File: config.mk
export PLATFORM = sky130hd
export DESIGN_NAME = div_sequencer_flat
export DESIGN_NICKNAME = d
export VERILOG_FILES = /design/src/rtl/div_sequencer_if.sv /design/src/rtl/div_sequencer.sv /design/src/flat_wrapper.sv
export SDC_FILE = /design/constraint.sdc
export NUM_CORES = 1
export LEC_CHECK = 0
export BUFFER_PORTS_ARGS = -buffer_cell sky130_fd_sc_hd__buf_2
export CAP_MARGIN = 25
export CORE_ASPECT_RATIO = 1.25
export CORE_MARGIN = 3
export CORE_UTILIZATION = 46
export CTS_BUF_LIST = sky130_fd_sc_hd__clkbuf_2
export DETAILED_ROUTE_END_ITERATION = 6
export GPL_ROUTABILITY_DRIVEN = 1
export PLACE_DENSITY = 0.82
export SETUP_SLACK_MARGIN = 0.4
export SYNTH_ARGS = -nofsm -noshare
export SYNTH_HDL_FRONTEND = slang
export SYNTH_SLANG_ARGS = --single-unit
File: constraint.sdc
create_clock -name clk -period 2.2 [get_ports clk]
set_clock_uncertainty 0.05 [all_clocks]
set_input_delay 0.22 -clock clk [delete_from_list [all_inputs] [get_ports clk]]
set_output_delay 0.22 -clock clk [all_outputs]
set_load 0.05 [all_outputs]
File: src/rtl/div_sequencer_if.sv
// div_sequencer_if: bus between the EX-stage division sequencer (master)
// and the multi-cycle divider (slave).
//
// Handshake: the master raises div_start for exactly one cycle with
// div_signed/div_opdata1/div_opdata2 already valid. The operands stay
// stable until the divider answers. The divider raises div_ready for one
// cycle with div_result = {remainder, quotient} valid in that same cycle.
// div_annul is a one-cycle abort that cancels the operation in flight.
// An abort is never issued in the same cycle as a start.
interface div_sequencer_if #(
    parameter int DATA_W = 32
);
    logic                  div_start;
    logic                  div_annul;
    logic                  div_signed;
    logic [DATA_W-1:0]     div_opdata1;
    logic [DATA_W-1:0]     div_opdata2;
    logic                  div_ready;
    logic [2*DATA_W-1:0]   div_result;

    modport master (
        output div_start,
        output div_annul,
        output div_signed,
        output div_opdata1,
        output div_opdata2,
        input  div_ready,
        input  div_result
    );

    modport slave (
        input  div_start,
        input  div_annul,
        input  div_signed,
        input  div_opdata1,
        input  div_opdata2,
        output div_ready,
        output div_result
    );
endinterface

File: src/rtl/div_sequencer.sv
// div_sequencer: EX-stage sequencer for DIV/DIVU on a multi-cycle divider.
// It decodes the op, latches the operands, starts the divider and stalls
// the pipeline until {hi,lo} is ready. It then presents the result until
// EX is allowed to advance. A flush abandons the operation.
//
// Optional build macro: DIV_ZERO_FASTPATH_EN
//   When defined, a zero divisor skips the divider entirely.
//   The ZERO state then produces {dividend, all-ones} in one cycle.
//   When undefined, a zero divisor goes to the divider like any other.
//
// state_dbg exposes the FSM encoding for checkers and debug.

`ifndef EXE_DIV_OP
`define EXE_DIV_OP  8'b00011010
`endif
`ifndef EXE_DIVU_OP
`define EXE_DIVU_OP 8'b00011011
`endif

module div_sequencer #(
    parameter int DATA_W = 32,
    parameter int OP_W   = 8
) (
    input  logic                 clk,
    input  logic                 rst_n,
    input  logic [OP_W-1:0]      op,
    input  logic [DATA_W-1:0]    opdata1,
    input  logic [DATA_W-1:0]    opdata2,
    input  logic                 flush,
    input  logic                 ex_stall,
    div_sequencer_if.master      div_bus,
    output logic                 stall_req,
    output logic                 result_valid,
    output logic [2*DATA_W-1:0]  result,
    output logic                 busy,
    output logic [1:0]           state_dbg
);

    typedef enum logic [1:0] {
        IDLE = 2'd0,
        RUN  = 2'd1,
        DONE = 2'd2
`ifdef DIV_ZERO_FASTPATH_EN
        ,
        ZERO = 2'd3
`endif
    } state_t;

    state_t state;

    logic is_div;
    logic is_signed_op;

    // Op decode: only the two divide ops engage the sequencer.
    always_comb begin
        is_signed_op = (op == OP_W'(`EXE_DIV_OP));
        is_div       = is_signed_op || (op == OP_W'(`EXE_DIVU_OP));
    end

    // Stall request. It rises with the op in IDLE so that EX holds from the
    // first cycle. It drops in DONE so that the result can leave EX.
    always_comb begin
        stall_req = 1'b0;
        if (state == IDLE && is_div && !flush) stall_req = 1'b1;
        if (state == RUN)                      stall_req = 1'b1;
`ifdef DIV_ZERO_FASTPATH_EN
        if (state == ZERO)                     stall_req = 1'b1;
`endif
    end

    // Status views of the FSM.
    always_comb begin
        busy      = (state != IDLE);
        state_dbg = state;
    end

    // Main FSM. div_start and div_annul are registered one-cycle pulses.
    // The result register changes only when a division completes, so a flushed
    // operation leaves the previous result in place.
    always_ff @(posedge clk or negedge rst_n) begin
        if (!rst_n) begin
            state               <= IDLE;
            div_bus.div_start   <= 1'b0;
            div_bus.div_annul   <= 1'b0;
            div_bus.div_signed  <= 1'b0;
            div_bus.div_opdata1 <= '0;
            div_bus.div_opdata2 <= '0;
            result_valid        <= 1'b0;
            result              <= '0;
        end else begin
            div_bus.div_start <= 1'b0;
            div_bus.div_annul <= 1'b0;
            case (state)
                IDLE: begin
                    // div_ready is ignored here, and so is any non-divide op.
                    if (is_div && !flush) begin
                        div_bus.div_opdata1 <= opdata1;
                        div_bus.div_opdata2 <= opdata2;
                        div_bus.div_signed  <= is_signed_op;
`ifdef DIV_ZERO_FASTPATH_EN
                        if (opdata2 == '0) begin
                            state <= ZERO;
                        end else begin
                            div_bus.div_start <= 1'b1;
                            state             <= RUN;
                        end
`else
                        div_bus.div_start <= 1'b1;
                        state             <= RUN;
`endif
                    end
                end
                RUN: begin
                    // A flush beats a div_ready that arrives in the same cycle.
                    if (flush) begin
                        div_bus.div_annul <= 1'b1;
                        state             <= IDLE;
                    end else if (div_bus.div_ready) begin
                        result       <= div_bus.div_result;
                        result_valid <= 1'b1;
                        state        <= DONE;
                    end
                end
`ifdef DIV_ZERO_FASTPATH_EN
                ZERO: begin
                    // The divider was never started, so nothing needs annulling.
                    if (flush) begin
                        state <= IDLE;
                    end else begin
                        result       <= {div_bus.div_opdata1, {DATA_W{1'b1}}};
                        result_valid <= 1'b1;
                        state        <= DONE;
                    end
                end
`endif
                DONE: begin
                    // The divide op is still on op here. It must not restart.
                    if (flush || !ex_stall) begin
                        result_valid <= 1'b0;
                        state        <= IDLE;
                    end
                end
                default: begin
                    result_valid <= 1'b0;
                    state        <= IDLE;
                end
            endcase
        end
    end

endmodule

File: src/flat_wrapper.sv
// flat-port wrapper written by rule: the top's interface ports become plain ports
module div_sequencer_flat 
#(
    parameter int DATA_W = 32,
    parameter int OP_W   = 8
)
  (clk, rst_n, op, opdata1, opdata2, flush, ex_stall, stall_req, result_valid, result, busy, state_dbg, div_bus_div_start, div_bus_div_annul, div_bus_div_signed, div_bus_div_opdata1, div_bus_div_opdata2, div_bus_div_ready, div_bus_div_result);
  div_sequencer_if #(.DATA_W(DATA_W)) div_bus_i ();
  input  logic clk;
  input  logic rst_n;
  input  logic [OP_W-1:0] op;
  input  logic [DATA_W-1:0] opdata1;
  input  logic [DATA_W-1:0] opdata2;
  input  logic flush;
  input  logic ex_stall;
  output logic stall_req;
  output logic result_valid;
  output logic [2*DATA_W-1:0] result;
  output logic busy;
  output logic [1:0] state_dbg;
  output wire logic [$bits(div_bus_i.div_start)-1:0] div_bus_div_start;
  output wire logic [$bits(div_bus_i.div_annul)-1:0] div_bus_div_annul;
  output wire logic [$bits(div_bus_i.div_signed)-1:0] div_bus_div_signed;
  output wire logic [$bits(div_bus_i.div_opdata1)-1:0] div_bus_div_opdata1;
  output wire logic [$bits(div_bus_i.div_opdata2)-1:0] div_bus_div_opdata2;
  input wire logic [$bits(div_bus_i.div_ready)-1:0] div_bus_div_ready;
  input wire logic [$bits(div_bus_i.div_result)-1:0] div_bus_div_result;
  assign div_bus_div_start = div_bus_i.div_start;
  assign div_bus_div_annul = div_bus_i.div_annul;
  assign div_bus_div_signed = div_bus_i.div_signed;
  assign div_bus_div_opdata1 = div_bus_i.div_opdata1;
  assign div_bus_div_opdata2 = div_bus_i.div_opdata2;
  assign div_bus_i.div_ready = div_bus_div_ready;
  assign div_bus_i.div_result = div_bus_div_result;
  div_sequencer #(.DATA_W(DATA_W), .OP_W(OP_W)) u_core (.clk(clk), .rst_n(rst_n), .op(op), .opdata1(opdata1), .opdata2(opdata2), .flush(flush), .ex_stall(ex_stall), .div_bus(div_bus_i), .stall_req(stall_req), .result_valid(result_valid), .result(result), .busy(busy), .state_dbg(state_dbg));
endmodule
Word level (Yosys, flattened, before mapping). Index checks and enable logic that the tools add are counted. W data, S select, Z words.

Flip-flop bits (word level): 134. Input port bits: 141. Output and inout bits: 136. Logic and storage cells: 47.

Equal/unequal tests: 9. Mux-type cells: 15. Bitwise logic cells: 2. Reductions and logical operators: 13.

Operator list (number): $eq A8 B5 Y1 const B (2); $mux W1 (9); $mux W2 (4); $ne A2 B2 Y1 const B (3); $pmux W2 S3 (1); $reduce_and A3 Y1 (2); $reduce_and A4 Y1 (1); $logic_and A1 B1 Y1 (3); $ne A3 B3 Y1 const B (1); $pmux W1 S3 (1); $eq A2 B1 Y1 const B (1); $eq A2 B2 Y1 const B (1); $logic_not A1 Y1 (2); $logic_not A2 Y1 (1); $logic_or A1 B1 Y1 (2); $ne A2 B1 Y1 const B (1); $not A1 Y1 (2); $reduce_and A2 Y1 (1); $reduce_bool A2 Y1 (1).

Longest topological paths before layout.
Depth in word-level cells: 6. Depth in mapped cells: 5. Mapped depth without buffers: 3.

Worst setup path after synthesis. OpenSTA, ideal clock, no wires.

Path type: register to output. Start point: register u_core.state[1], in the netlist u_core.state_dbg[1]. End point: output port stall_req. Arrival: 1.748 ns. Data required time: 1.930 ns. Slack: 0.182 ns. Cell stages (with the launch flop): 6. Buffers on the path: 2. Path through: dfrtp_1 nor4b_2 nand3_1 buf_4 buf_6 nand2_1.

Cells in the longest elaborated chain, start to end: 5. Elaborated cells between the ends (all ways): 6. Those cells by class: 1 x eq/ne; 2 x mux; 3 x reduce/logical.

Ends and longest elaborated chain: from (decl) (line div_sequencer.sv:49) `state_t state;`; from (signal assigned) (line div_sequencer.sv:82) `state <= IDLE;`; from (signal assigned) (line div_sequencer.sv:109) `state <= RUN;`; from (signal assigned) (line div_sequencer.sv:117) `state <= IDLE;`; $logic_not A2 Y1 (line div_sequencer.sv:64) `if (state == IDLE && is_div && !flush) stall_req = 1'b1;`; $logic_and A1 B1 Y1 (2 in a row) (line div_sequencer.sv:64); $mux W1 (line div_sequencer.sv:64); $mux W1 (*) (line div_sequencer.sv:65) `if (state == RUN) stall_req = 1'b1;`; to (decl) (line flat_wrapper.sv:16) `output logic stall_req;`.

Every way passes the cells marked *; elsewhere a longest branch is shown, timed or not.

Worst setup path in the final report. Same ends and word-level chain as after synthesis.

==> impl_metrics.ini <==
[clock_tree]
path_clk_slew_ns = 0.19
clockBufferDepth = 2
cts_buffers = 17
tritoncts = yes
clockRootBuffer = clkbuf_2
clock_sinks = 134
clock_latency_ns = 0.66
htree_levels = 4

[floorplan]
rows = 42
start_util = 0.4763
die_w_um = 100.0
die_h_um = 123.5
die-area_um2 = 12350
core-area_um2 = 10670
io_pins = 277

[logic_synthesis]
syn_area_um2 = 5081
ys_top_cells_by_area = dfrtp_1 66%, mux2_2 25%, mux2_4 4.7%, buf_4 1.0%, buf_2 0.49%
syn-instance-count = 296
synth_edf_count = 0
ys_seq_area_frac = 0.6599
synth_nets = 437
synth-main-ff-cell = dfrtp_1
avgSynthCellArea_um2 = 17.17
synth_top_cell_area_share = 0.6599
yosys.cell_types.count = 21
synthArstFlopShare = 1.000
synth_top_area_cell = dfrtp_1
ys_seq_elements = 134
ys_top_cells_by_count = 134 x dfrtp_1, 112 x mux2_2, 16 x mux2_4
synth_most_common_cell = dfrtp_1
ys_warn_count = 0

[power]
p_per_area_nw_per_um2 = 680.8
power_mw = 5.898
p_leak_nw = 4.807
worst_ir_drop_vdd_v = 0.0005141

[timing]
hold_slack_ns = 0.1401
final_hold_viol_count = 0
finalCritPeriodShare = 0.9583
max_slew_margin = 0.5241
rsz0062_at_grt = true
drv_slew = 0
fin_crit_ns = 2.108
timing.fmax_mhz = 474.3
finalSetupTns_ns = 0
tightest_slew_ns = 0.7139
setup_violations = 0

[place]
numPlacedInstances = 695
io_buffers = 276
gp_congestion = 0.7773
dp_hpwl_um = 9166

[layout]
multi_input_area_um2 = 1798
fin_cells = 875
fin_util = 0.8121
area_growth_syn_to_layout_pct = 70.50
seq_area_um2 = 3356
fill_cells = 529
layout.nets = 870
drive_gt1_frac = 0.6213

[drt]
routed_wl_um = 18280
dr_total_vias = 4485
postRouteAntennaNets = 0
routedWlPerCell_um = 20.89
vias_per_cell = 5.126
drtPass1Iterations = 7
drt_iter0_markers = 158
drcViolationCount = 0

[critical_path]
cp.required_ns = 1.93
crit_fanout = 2
cp_slowest_cell = dfrtp_2
cp.arrival_ns = 1.84
crit_type = reg2out
worstPathCellList = nor4b_4, nand3_4, clkbuf_16, nand2_4, buf_12
startpoint_type = flop
critPathCaptureType = output port
crit_path_max_incr_delay_ns = 0.46

[global_route]
grt_pass1_wl_um = 24270
grt_max_degree = 135
grt-ovfl-total = 0
grt_use_total = 0.2594
antenna_found_initial = 0
grt_pass1_vias = 4770

[run_status]
outcome = finished clean

[run]
max_cap_violations = 0

[hold_path]
min_path_type = in2async
logic make-up after synthesis:
group,share of synthesized area
flip-flops,0.6599
multiplexers,0.2975
buffers and inverters,0.02191
AND/OR/NAND/NOR,0.01601
AO/OA/AOI/OAI,0.004678
flip-flops by register name (all words and copies together) (netlist names):
name	count
u_core.div_bus.div_opdata1	32
u_core.div_bus.div_start	1
u_core.div_bus.div_opdata2	32
u_core.state_dbg	2
u_core.result	64
u_core.div_bus.div_annul	1
u_core.result_valid	1
u_core.div_bus.div_signed	1
power by group:
part / switching [mW] / internal (mW) / leakage, nW
registers: 0.110 / 2.64 / 1.79
logic: 0.950 / 0.541 / 2.86
clock network: 0.914 / 0.741 / 0.155
metrics by stage:
step                instance area, µm²  setup slack, ns
floorplan                         5096           0.4116
CTS                               8382          0.04743
finish                            8663          0.09181
global route                      8661         -0.03835
global placement                  6650           0.4625
detailed placement                6650           0.4205
area by class of cell:
class / instances / share of cell area
sequential: 134 / 0.3873
timing repair buffer: 428 / 0.3530
multi-input combinational: 145 / 0.2075
clock inverter: 14 / 0.02109
tap: 132 / 0.01906
clock buffer: 18 / 0.01040
inverter: 3 / 0.001300
antenna: 1 / 0.0002889
critical path: cells and delay by family (launching register included):
family | cells | cell delay (ns)
DFF | 1 | 0.46
and+or+nand+nor | 3 | 0.44
buffers and inverters | 2 | 0.28
layout by cell type (no fill, tap or decap), types with 2 or more instances in the layout:
master and n:
inv_1 3, nand3b_1 2, mux2_4 49, clkinv_2 3
mux2_2 79, clkbuf_16 4, dlygate4sd3_1 134, buf_8 2
clkinv_1 2, buf_6 2, clkinvlp_4 3, clkbuf_2 18
buf_12 4, bufinv_16 4, buf_4 8, dfrtp_1 132
buf_2 271, dfrtp_2 2
worst paths after layout:
kind / start / endpoint / slack, ns / cells after the start
max in group asynchronous: rst_n / u_core.state_dbg[1] / 1.35 / 3
min in group clk: op[6] / u_core.div_bus.div_start / 0.19 / 6
hold / removal: rst_n / u_core.result[58] / 0.14 / 3
setup reg to reg: u_core.state_dbg[1] / u_core.result[61] / 0.17 / 7
hold reg to reg: u_core.div_bus.div_opdata2[23] / u_core.div_bus.div_opdata2[23] / 0.48 / 1
setup / recovery: u_core.state_dbg[1] / stall_req / 0.09 / 5
routing by layer:
layer | routed length (µm) | share of wire | up-vias | GRT usage
met2 | 10200 | 0.56 | 281 | 0.4800
met4 | 639 | 0.035 | 0 | 0.1078
met1 | 5951 | 0.33 | 2238 | 0.2637
met3 | 1486 | 0.081 | 54 | 0.09029
li1 | - | - | 1912 | -
met5 | 0 | 0 | - | 0
repair_timing:
| action | in CTS | in global routing |
|---|---|---|
| setup buffers | 3 | 4 |
| resized for setup | 6 | 49 |
| hold endpoints to repair | 267 | 0 |
| hold buffers | 134 | 0 |
| pin swaps | 3 | 0 |
| setup endpoints to repair | 2 | 80 |
| gates cloned | 2 | 4 |
No activity file was read; power rests on OpenSTA's default activity.
